**src/rtl/clock_timekeeper_if.sv**
```systemverilog
// clock_timekeeper_if
//   Groups the button inputs and the display-facing outputs of the
//   timekeeper into one bundle.
//   master : the side that issues button pulses and consumes the display
//            fields (display driver / testbench).
//   slave  : the timekeeper itself.
//   Signals:
//     btn_mode, btn_next, btn_inc    debounced single-cycle button pulses
//     mode[1:0]                      00 SETUP, 01 TIME24, 10 SECONDS, 11 TIME12
//     location[1:0]                  edit cursor (0 hoursUpper .. 3 minutesLower)
//     secondsLower/Upper, minutesLower/Upper, hoursLower/Upper [3:0]
//                                    BCD digits (hours already 12h-mapped in TIME12)
//     blink                          half-second square wave
//     pm                             internal 24h hour is 12..23
interface clock_timekeeper_if;
  logic       btn_mode;
  logic       btn_next;
  logic       btn_inc;
  logic [1:0] mode;
  logic [1:0] location;
  logic [3:0] secondsLower;
  logic [3:0] secondsUpper;
  logic [3:0] minutesLower;
  logic [3:0] minutesUpper;
  logic [3:0] hoursLower;
  logic [3:0] hoursUpper;
  logic       blink;
  logic       pm;

  modport master (
    output btn_mode, btn_next, btn_inc,
    input  mode, location,
    input  secondsLower, secondsUpper, minutesLower, minutesUpper,
    input  hoursLower, hoursUpper, blink, pm
  );

  modport slave (
    input  btn_mode, btn_next, btn_inc,
    output mode, location,
    output secondsLower, secondsUpper, minutesLower, minutesUpper,
    output hoursLower, hoursUpper, blink, pm
  );
endinterface

```
**src/rtl/clock_timekeeper.sv**
```systemverilog
// clock_timekeeper
//   BCD time-of-day counter with SETUP/TIME24/SECONDS/TIME12 mode control
//   and digit editing, feeding the seven-segment display driver.
//   Parameters:
//     CLK_HZ  clock frequency; one seconds tick every CLK_HZ cycles (>= 4)
//   Ports:
//     clk     system clock, rising edge
//     rst_n   asynchronous active-low reset
//     bus     clock_timekeeper_if.slave: buttons in, display fields out
//   The hours store is always 24-hour; the 12-hour view is derived when the
//   output register is loaded, so every output comes straight from a flop.
module clock_timekeeper #(
  parameter int CLK_HZ = 50_000_000
) (
  input  logic                 clk,
  input  logic                 rst_n,
  clock_timekeeper_if.slave    bus
);

  localparam int PW   = (CLK_HZ > 1) ? $clog2(CLK_HZ) : 1;
  localparam int HALF = CLK_HZ / 2;
  localparam int BW   = (HALF > 1) ? $clog2(HALF) : 1;
  localparam logic [PW-1:0] PRESC_MAX = PW'(CLK_HZ - 1);
  localparam logic [BW-1:0] BLINK_MAX = BW'(HALF - 1);

  typedef enum logic [1:0] {
    SETUP   = 2'b00,
    TIME24  = 2'b01,
    SECONDS = 2'b10,
    TIME12  = 2'b11
  } mode_e;

  mode_e         mode_q, mode_d;
  logic [1:0]    loc_q, loc_d;
  logic [PW-1:0] presc_q, presc_d;
  logic [BW-1:0] bcnt_q, bcnt_d;
  logic          blink_q, blink_d;
  logic [3:0]    sec_lo_q, sec_lo_d, sec_up_q, sec_up_d;
  logic [3:0]    min_lo_q, min_lo_d, min_up_q, min_up_d;
  logic [3:0]    hr_lo_q, hr_lo_d, hr_up_q, hr_up_d;
  logic [3:0]    hr_out_lo_q, hr_out_lo_d, hr_out_up_q, hr_out_up_d;
  logic          pm_q, pm_d;
  logic          tick;
  logic [4:0]    hr_bin, disp_bin;

  // Mode FSM, cursor, prescaler and time digits
  always_comb begin
    mode_d   = mode_q;
    loc_d    = loc_q;
    presc_d  = presc_q;
    sec_lo_d = sec_lo_q;
    sec_up_d = sec_up_q;
    min_lo_d = min_lo_q;
    min_up_d = min_up_q;
    hr_lo_d  = hr_lo_q;
    hr_up_d  = hr_up_q;
    tick     = 1'b0;

    if (bus.btn_mode) begin
      case (mode_q)
        SETUP:   mode_d = TIME24;
        TIME24:  mode_d = SECONDS;
        SECONDS: mode_d = TIME12;
        default: mode_d = SETUP;
      endcase
    end

    if (mode_q == SETUP) begin
      presc_d = '0;
      if (bus.btn_mode) begin
        // leaving SETUP starts the minute afresh
        sec_lo_d = 4'd0;
        sec_up_d = 4'd0;
      end else if (bus.btn_next) begin
        loc_d = loc_q + 2'd1;
      end else if (bus.btn_inc) begin
        case (loc_q)
          2'd0: begin
            hr_up_d = (hr_up_q >= 4'd2) ? 4'd0 : hr_up_q + 4'd1;
            // keep the hour legal when the tens digit reaches 2
            if (hr_up_d == 4'd2 && hr_lo_q > 4'd3) hr_lo_d = 4'd3;
          end
          2'd1: hr_lo_d = (hr_lo_q >= ((hr_up_q == 4'd2) ? 4'd3 : 4'd9)) ? 4'd0 : hr_lo_q + 4'd1;
          2'd2: min_up_d = (min_up_q >= 4'd5) ? 4'd0 : min_up_q + 4'd1;
          default: min_lo_d = (min_lo_q >= 4'd9) ? 4'd0 : min_lo_q + 4'd1;
        endcase
      end
    end else begin
      tick    = (presc_q == PRESC_MAX);
      presc_d = tick ? '0 : presc_q + PW'(1);
      if (mode_d == SETUP) presc_d = '0;
      // a tick coinciding with the return to SETUP is discarded
      if (tick && mode_d != SETUP) begin
        if (sec_lo_q >= 4'd9) begin
          sec_lo_d = 4'd0;
          if (sec_up_q >= 4'd5) begin
            sec_up_d = 4'd0;
            if (min_lo_q >= 4'd9) begin
              min_lo_d = 4'd0;
              if (min_up_q >= 4'd5) begin
                min_up_d = 4'd0;
                if (hr_up_q == 4'd2 && hr_lo_q >= 4'd3) begin
                  hr_up_d = 4'd0;
                  hr_lo_d = 4'd0;
                end else if (hr_lo_q >= 4'd9) begin
                  hr_lo_d = 4'd0;
                  hr_up_d = hr_up_q + 4'd1;
                end else begin
                  hr_lo_d = hr_lo_q + 4'd1;
                end
              end else begin
                min_up_d = min_up_q + 4'd1;
              end
            end else begin
              min_lo_d = min_lo_q + 4'd1;
            end
          end else begin
            sec_up_d = sec_up_q + 4'd1;
          end
        end else begin
          sec_lo_d = sec_lo_q + 4'd1;
        end
      end
    end
  end

  // Hours view and PM flag, computed from the next internal value so the
  // displayed hours move on the same edge as the rest of the time.
  always_comb begin
    hr_bin   = 5'(hr_up_d) * 5'd10 + 5'(hr_lo_d);
    disp_bin = hr_bin;
    if (mode_d == TIME12) begin
      if (hr_bin == 5'd0)       disp_bin = 5'd12;
      else if (hr_bin > 5'd12)  disp_bin = hr_bin - 5'd12;
    end
    if (disp_bin >= 5'd20) begin
      hr_out_up_d = 4'd2;
      hr_out_lo_d = 4'(disp_bin - 5'd20);
    end else if (disp_bin >= 5'd10) begin
      hr_out_up_d = 4'd1;
      hr_out_lo_d = 4'(disp_bin - 5'd10);
    end else begin
      hr_out_up_d = 4'd0;
      hr_out_lo_d = 4'(disp_bin);
    end
    pm_d = (hr_bin >= 5'd12);
  end

  // Free-running blink divider, independent of mode
  always_comb begin
    blink_d = blink_q;
    bcnt_d  = bcnt_q + BW'(1);
    if (bcnt_q == BLINK_MAX) begin
      bcnt_d  = '0;
      blink_d = ~blink_q;
    end
  end

  always_ff @(posedge clk or negedge rst_n) begin
    if (!rst_n) begin
      mode_q      <= SETUP;
      loc_q       <= 2'd0;
      presc_q     <= '0;
      bcnt_q      <= '0;
      blink_q     <= 1'b0;
      sec_lo_q    <= 4'd0;
      sec_up_q    <= 4'd0;
      min_lo_q    <= 4'd0;
      min_up_q    <= 4'd0;
      hr_lo_q     <= 4'd0;
      hr_up_q     <= 4'd0;
      hr_out_lo_q <= 4'd0;
      hr_out_up_q <= 4'd0;
      pm_q        <= 1'b0;
    end else begin
      mode_q      <= mode_d;
      loc_q       <= loc_d;
      presc_q     <= presc_d;
      bcnt_q      <= bcnt_d;
      blink_q     <= blink_d;
      sec_lo_q    <= sec_lo_d;
      sec_up_q    <= sec_up_d;
      min_lo_q    <= min_lo_d;
      min_up_q    <= min_up_d;
      hr_lo_q     <= hr_lo_d;
      hr_up_q     <= hr_up_d;
      hr_out_lo_q <= hr_out_lo_d;
      hr_out_up_q <= hr_out_up_d;
      pm_q        <= pm_d;
    end
  end

  assign bus.mode         = mode_q;
  assign bus.location     = loc_q;
  assign bus.secondsLower = sec_lo_q;
  assign bus.secondsUpper = sec_up_q;
  assign bus.minutesLower = min_lo_q;
  assign bus.minutesUpper = min_up_q;
  assign bus.hoursLower   = hr_out_lo_q;
  assign bus.hoursUpper   = hr_out_up_q;
  assign bus.blink        = blink_q;
  assign bus.pm           = pm_q;

endmodule

```
**src/flat_wrapper.sv**
```systemverilog
// flat-port wrapper written by rule: the top's interface ports become plain ports
module clock_timekeeper_flat 
#(
  parameter int CLK_HZ = 50_000_000
)
  (clk, rst_n, bus_btn_mode, bus_btn_next, bus_btn_inc, bus_mode, bus_location, bus_secondsLower, bus_secondsUpper, bus_minutesLower, bus_minutesUpper, bus_hoursLower, bus_hoursUpper, bus_blink, bus_pm);
  clock_timekeeper_if bus_i ();
  input  logic clk;
  input  logic rst_n;
  input wire logic [$bits(bus_i.btn_mode)-1:0] bus_btn_mode;
  input wire logic [$bits(bus_i.btn_next)-1:0] bus_btn_next;
  input wire logic [$bits(bus_i.btn_inc)-1:0] bus_btn_inc;
  output wire logic [$bits(bus_i.mode)-1:0] bus_mode;
  output wire logic [$bits(bus_i.location)-1:0] bus_location;
  output wire logic [$bits(bus_i.secondsLower)-1:0] bus_secondsLower;
  output wire logic [$bits(bus_i.secondsUpper)-1:0] bus_secondsUpper;
  output wire logic [$bits(bus_i.minutesLower)-1:0] bus_minutesLower;
  output wire logic [$bits(bus_i.minutesUpper)-1:0] bus_minutesUpper;
  output wire logic [$bits(bus_i.hoursLower)-1:0] bus_hoursLower;
  output wire logic [$bits(bus_i.hoursUpper)-1:0] bus_hoursUpper;
  output wire logic [$bits(bus_i.blink)-1:0] bus_blink;
  output wire logic [$bits(bus_i.pm)-1:0] bus_pm;
  assign bus_i.btn_mode = bus_btn_mode;
  assign bus_i.btn_next = bus_btn_next;
  assign bus_i.btn_inc = bus_btn_inc;
  assign bus_mode = bus_i.mode;
  assign bus_location = bus_i.location;
  assign bus_secondsLower = bus_i.secondsLower;
  assign bus_secondsUpper = bus_i.secondsUpper;
  assign bus_minutesLower = bus_i.minutesLower;
  assign bus_minutesUpper = bus_i.minutesUpper;
  assign bus_hoursLower = bus_i.hoursLower;
  assign bus_hoursUpper = bus_i.hoursUpper;
  assign bus_blink = bus_i.blink;
  assign bus_pm = bus_i.pm;
  clock_timekeeper #(.CLK_HZ(CLK_HZ)) u_core (.clk(clk), .rst_n(rst_n), .bus(bus_i));
endmodule
```
**config.mk**
```make
export PLATFORM = sky130hd
export DESIGN_NAME = clock_timekeeper_flat
export DESIGN_NICKNAME = d
export VERILOG_FILES = /design/src/rtl/clock_timekeeper_if.sv /design/src/rtl/clock_timekeeper.sv /design/src/flat_wrapper.sv
export SDC_FILE = /design/constraint.sdc
export NUM_CORES = 1
export LEC_CHECK = 0
export ABC_AREA = 1
export BUFFER_PORTS_ARGS = -buffer_cell sky130_fd_sc_hd__buf_2
export CAP_MARGIN = 25
export CORE_UTILIZATION = 40
export CTS_BUF_LIST = sky130_fd_sc_hd__clkbuf_4
export CTS_CLUSTER_DIAMETER = 80
export DETAILED_ROUTE_END_ITERATION = 7
export PLACE_DENSITY = 0.67
export SLEW_MARGIN = 20
export SYNTH_ARGS = -nofsm -noshare
export SYNTH_HDL_FRONTEND = slang
export SYNTH_SLANG_ARGS = --single-unit
```
**constraint.sdc**
```tcl
create_clock -name clk -period 7 [get_ports clk]
set_input_delay 0.35 -clock clk [delete_from_list [all_inputs] [get_ports clk]]
set_output_delay 0.35 -clock clk [all_outputs]
set_load 0.02 [all_outputs]
```
==> results.tsv <==
stage	metric	value	unit
pwr	power share of the clock group	15.2	%
die	die area	13900	um^2
finish	commonest non-fill, non-tap cell in the layout	inv_1	
route	routed vias/inst	4.78	
sta	Slew @ Worst Pin	0.859	ns
setup_path	crit start category	flip-flop	
finish	commonest cells after routing, fill and taps aside	inv_1 (116), nand2_1 (115), nor2_1 (88)	
pwr	PD cells	322	nW/um^2
sta	Final Max Tran Viols	0	
clock_tree	Num CTS Buffers	9	
sta	headroom to the max-slew limit	42.7	%
run_status	status	completed	
setup_path	CP Buf/Inv Count	5	
sta	Tmin final	4.43	ns
clock_tree	Clock Pin Slew Worst Setup and Hold Paths	0.13	ns
sta	Layout Skew	0.0125	ns
finish	Area growth syn-to-layout	9.51	%
pwr	P_leak	2.90	nW
setup_path	critical path type	reg -> reg	
setup_path	CP endpoint kind	flip-flop	
die	Starting Density	40.8	%
route	DR WL/cell	11.5	um
sta	Final period util	63.3	%
sta	Fin Setup TNS	0	ns
route	routed wire length	10600	um
clock_tree	CTS root buf	clkbuf_4	
finish	final cell count without fillers	919	
sta	fmax	0.226	GHz
synthesis	Syn. warnings	0	
pwr	peak supply drop	0.190	mV
pwr	Flop pwr share	35.8	%
die	die outline height	118	um
run	MaxCap Viol Count	0	
die	I/O pin count	35	
clock_tree	TritonCTS Sinks	87	
route	ANT nets after route	0	
grt	gr usage total	16.5	%
setup_path	Worst Path Required	7.34	ns
setup_path	most used cell, CP	ha_1	
grt	first-pass GRT wire length	18800	um
clock_tree	# H-tree levels	3	
clock_tree	Post-CTS Setup Inserts	0	
setup_path	Worst path slowest cell	clkinv_1	
pwr	Int Pwr	1.03	mW
clock_tree	clock latency on the worst-skew pair	0.44	ns
clock_tree	maximum clock path buffer count	2	
grt	largest net degree at the start of global routing	68	
sta	RSZ-0062 raised after global routing	no	
place	placed cells	901	
setup_path	CP peak stage delay	0.57	ns
finish	nets	777	
place	pre-CTS WS	2.61	ns
finish	layout cells sized above 1	11.7	%
route	Iteration-0 DRC Markers	222	
die	Die W	118	um
synthesis	Mean Syn Cell Area	7.71	um^2
synthesis	sequential area share after synthesis	40.5	%
pwr	Pwr Total	1.90	mW
min_path	HP Class	in -> reg	
die	row cnt	42	
pwr	switching power total	0.868	mW
grt	grt total ovfl	0	
grt	vias in the first global route	4165	
place	post-DP HPWL	7900	um
setup_path	arrival time at the worst endpoint	4.77	ns
grt	initial antenna violation count	0	
setup_path	family with the most delay on the worst path	adder cells	
clock_tree	CTS tree	done	
sta	final hold vios	0	
pwr	Gate power share	49.0	%
pwr	Sw Share	45.8	%
die	Std-Cell Core Area	13200	um^2
place	gp weighted congestion	0.840	
synthesis	Seq cells post-synth	87	
setup_path	Max FO, Critical Path	19	
route	# DRC	0	
sta	final hold slack	0.225	ns
synthesis	post-synthesis cell count	698	
place	PortBufs	32	
sta	final worst setup slack	2.57	ns
route	via count	4391	
sta	endpoints failing setup	0	
setup_path	Cell Chain, Critical Path	inv_1 > ha_1 > clkinv_1 > a21oi_1 > a31oi_1 > o211ai_1 > ha_1 > inv_1 > fa_1 > xor2_1 > ha_1 > nand2_1 > nor2_1 > nand2_2 > nand3_2 > inv_2 > ha_1 > nand3_1 > nand2_1 > inv_2 > nor2_1 > or2_0 > nand3_1 > nand2_1	
synthesis	Syn Std Cell Area	5380	um^2
synthesis	Distinct cells, synth	43	
route	drt first pass iters	6	
metrics by stage:
step | instance area [um^2] | util (%)
finish | 5890 | 44.7
floorplan | 5380 | -
detailed placement | 5740 | 43.5
global placement | 5740 | 43.5
global route | 5890 | 44.7
CTS | 5890 | 44.7
registers in the layout, indices dropped and copies added, names as in the netlist:
name	count
u_core.bus.secondsLower	4
u_core.bus.location	2
u_core.bcnt_q	25
u_core.bus.minutesLower	4
u_core.bus.mode	2
u_core.bus.minutesUpper	4
u_core.hr_up_q	4
u_core.bus.hoursLower	4
u_core.hr_lo_q	4
u_core.presc_q	26
u_core.bus.pm	1
u_core.bus.blink	1
u_core.bus.hoursUpper	2
u_core.bus.secondsUpper	4
cell usage after synthesis (all sizes together):
cell,n,share of area (%)
a211oi,1,0.14
a21boi,1,0.14
a21oi,34,3.2
a31oi,4,0.47
a41oi,1,0.16
and2,1,0.12
and3,4,0.47
buf,3,0.37
clkbuf,5,0.35
clkinv,1,0.070
conb,1,0.070
dfrtp,87,40
fa,1,0.37
ha,34,7.9
inv,124,8.7
nand2,129,9.9
nand3,53,6.1
nand4,13,1.5
nor2,92,6.8
nor3,29,2.9
nor3b,2,0.28
nor4,8,0.93
o211ai,3,0.42
o21a,6,0.84
o21ai,34,3.2
o221a,1,0.21
o22ai,3,0.35
o31ai,2,0.28
or2,2,0.23
xnor2,6,0.98
xor2,13,2.1
path summary, 6_finish.rpt:
| check | endpoint | cells past startpoint | start | slack (ns) |
|---|---|---|---|---|
| worst max-delay path | u_core.bus.hoursLower[3] | 24 | u_core.bus.mode[0] | 2.57 |
| worst min-delay path | u_core.bus.mode[1] | 3 | bus_btn_mode | 0.23 |
| worst max register to register | u_core.bus.hoursLower[3] | 24 | u_core.bus.mode[0] | 2.57 |
| worst min register to register | u_core.bus.blink | 1 | u_core.bus.blink | 0.47 |
| max in group asynchronous | u_core.presc_q[7] | 3 | rst_n | 5.56 |
| min in group asynchronous | u_core.bcnt_q[7] | 2 | rst_n | 0.31 |
routing by layer:
layer | vias to the layer above | part of all wire [%] | global-route usage, %
met1 | 2011 | 50 | 22.8
met5 | - | 0 | 0
met4 | 0 | 1.6 | 6.81
met3 | 10 | 2.7 | 2.23
met2 | 44 | 45 | 26.0
li1 | 2326 | - | -
worst reg2reg max path, stage by stage, from the launching register on:
cell and delay [ns]:
dfrtp_1 0.41, inv_1 0.08, ha_1 0.47, clkinv_1 0.57
a21oi_1 0.28, a31oi_1 0.07, o211ai_1 0.15, ha_1 0.21
inv_1 0.05, fa_1 0.37, xor2_1 0.23, ha_1 0.19
nand2_1 0.05, nor2_1 0.14, nand2_2 0.09, nand3_2 0.11
inv_2 0.07, ha_1 0.19, nand3_1 0.07, nand2_1 0.06
inv_2 0.09, nor2_1 0.04, or2_0 0.21, nand3_1 0.08
nand2_1 0.05
layout make-up:
cell class                 count  area [um^2]
fill                        1342         7300
multi-input combinational    479         2700
sequential                    87         2180
inverter                     125          469
tap                          176          220
timing repair buffer          35          188
clock buffer                  12         90.1
clock inverter                 4         46.3
antenna                        1         2.50
cells by family after synthesis:
kind of cell | count (synthesis) | share of synthesized area (%)
and+or+nand+nor | 333 | 29.3
buffers and inverters | 133 | 9.44
AOI/OAI and AO/OA | 90 | 9.40
DFF | 87 | 40.5
adders and majority gates | 35 | 8.28
xor gates and xnor gates | 19 | 3.09
other | 1 | 0.0697
power groups by stage:
stage | combinational [mW] | clock [mW] | sequential, mW
floorplan | 0.662 | 0 | 0.737
global placement | 0.930 | 0 | 0.687
detailed placement | 0.934 | 0 | 0.690
CTS | 0.940 | 0.304 | 0.680
global route | 1.06 | 0.321 | 0.694
finish | 0.929 | 0.288 | 0.679
repair_timing:
action | 4_1_cts | 5_1_grt
hold buffers | 1 | 0
hold endpoints to repair | 20 | 0
gates resized for setup | 0 | 0
Power figures use the tool's default switching activity.
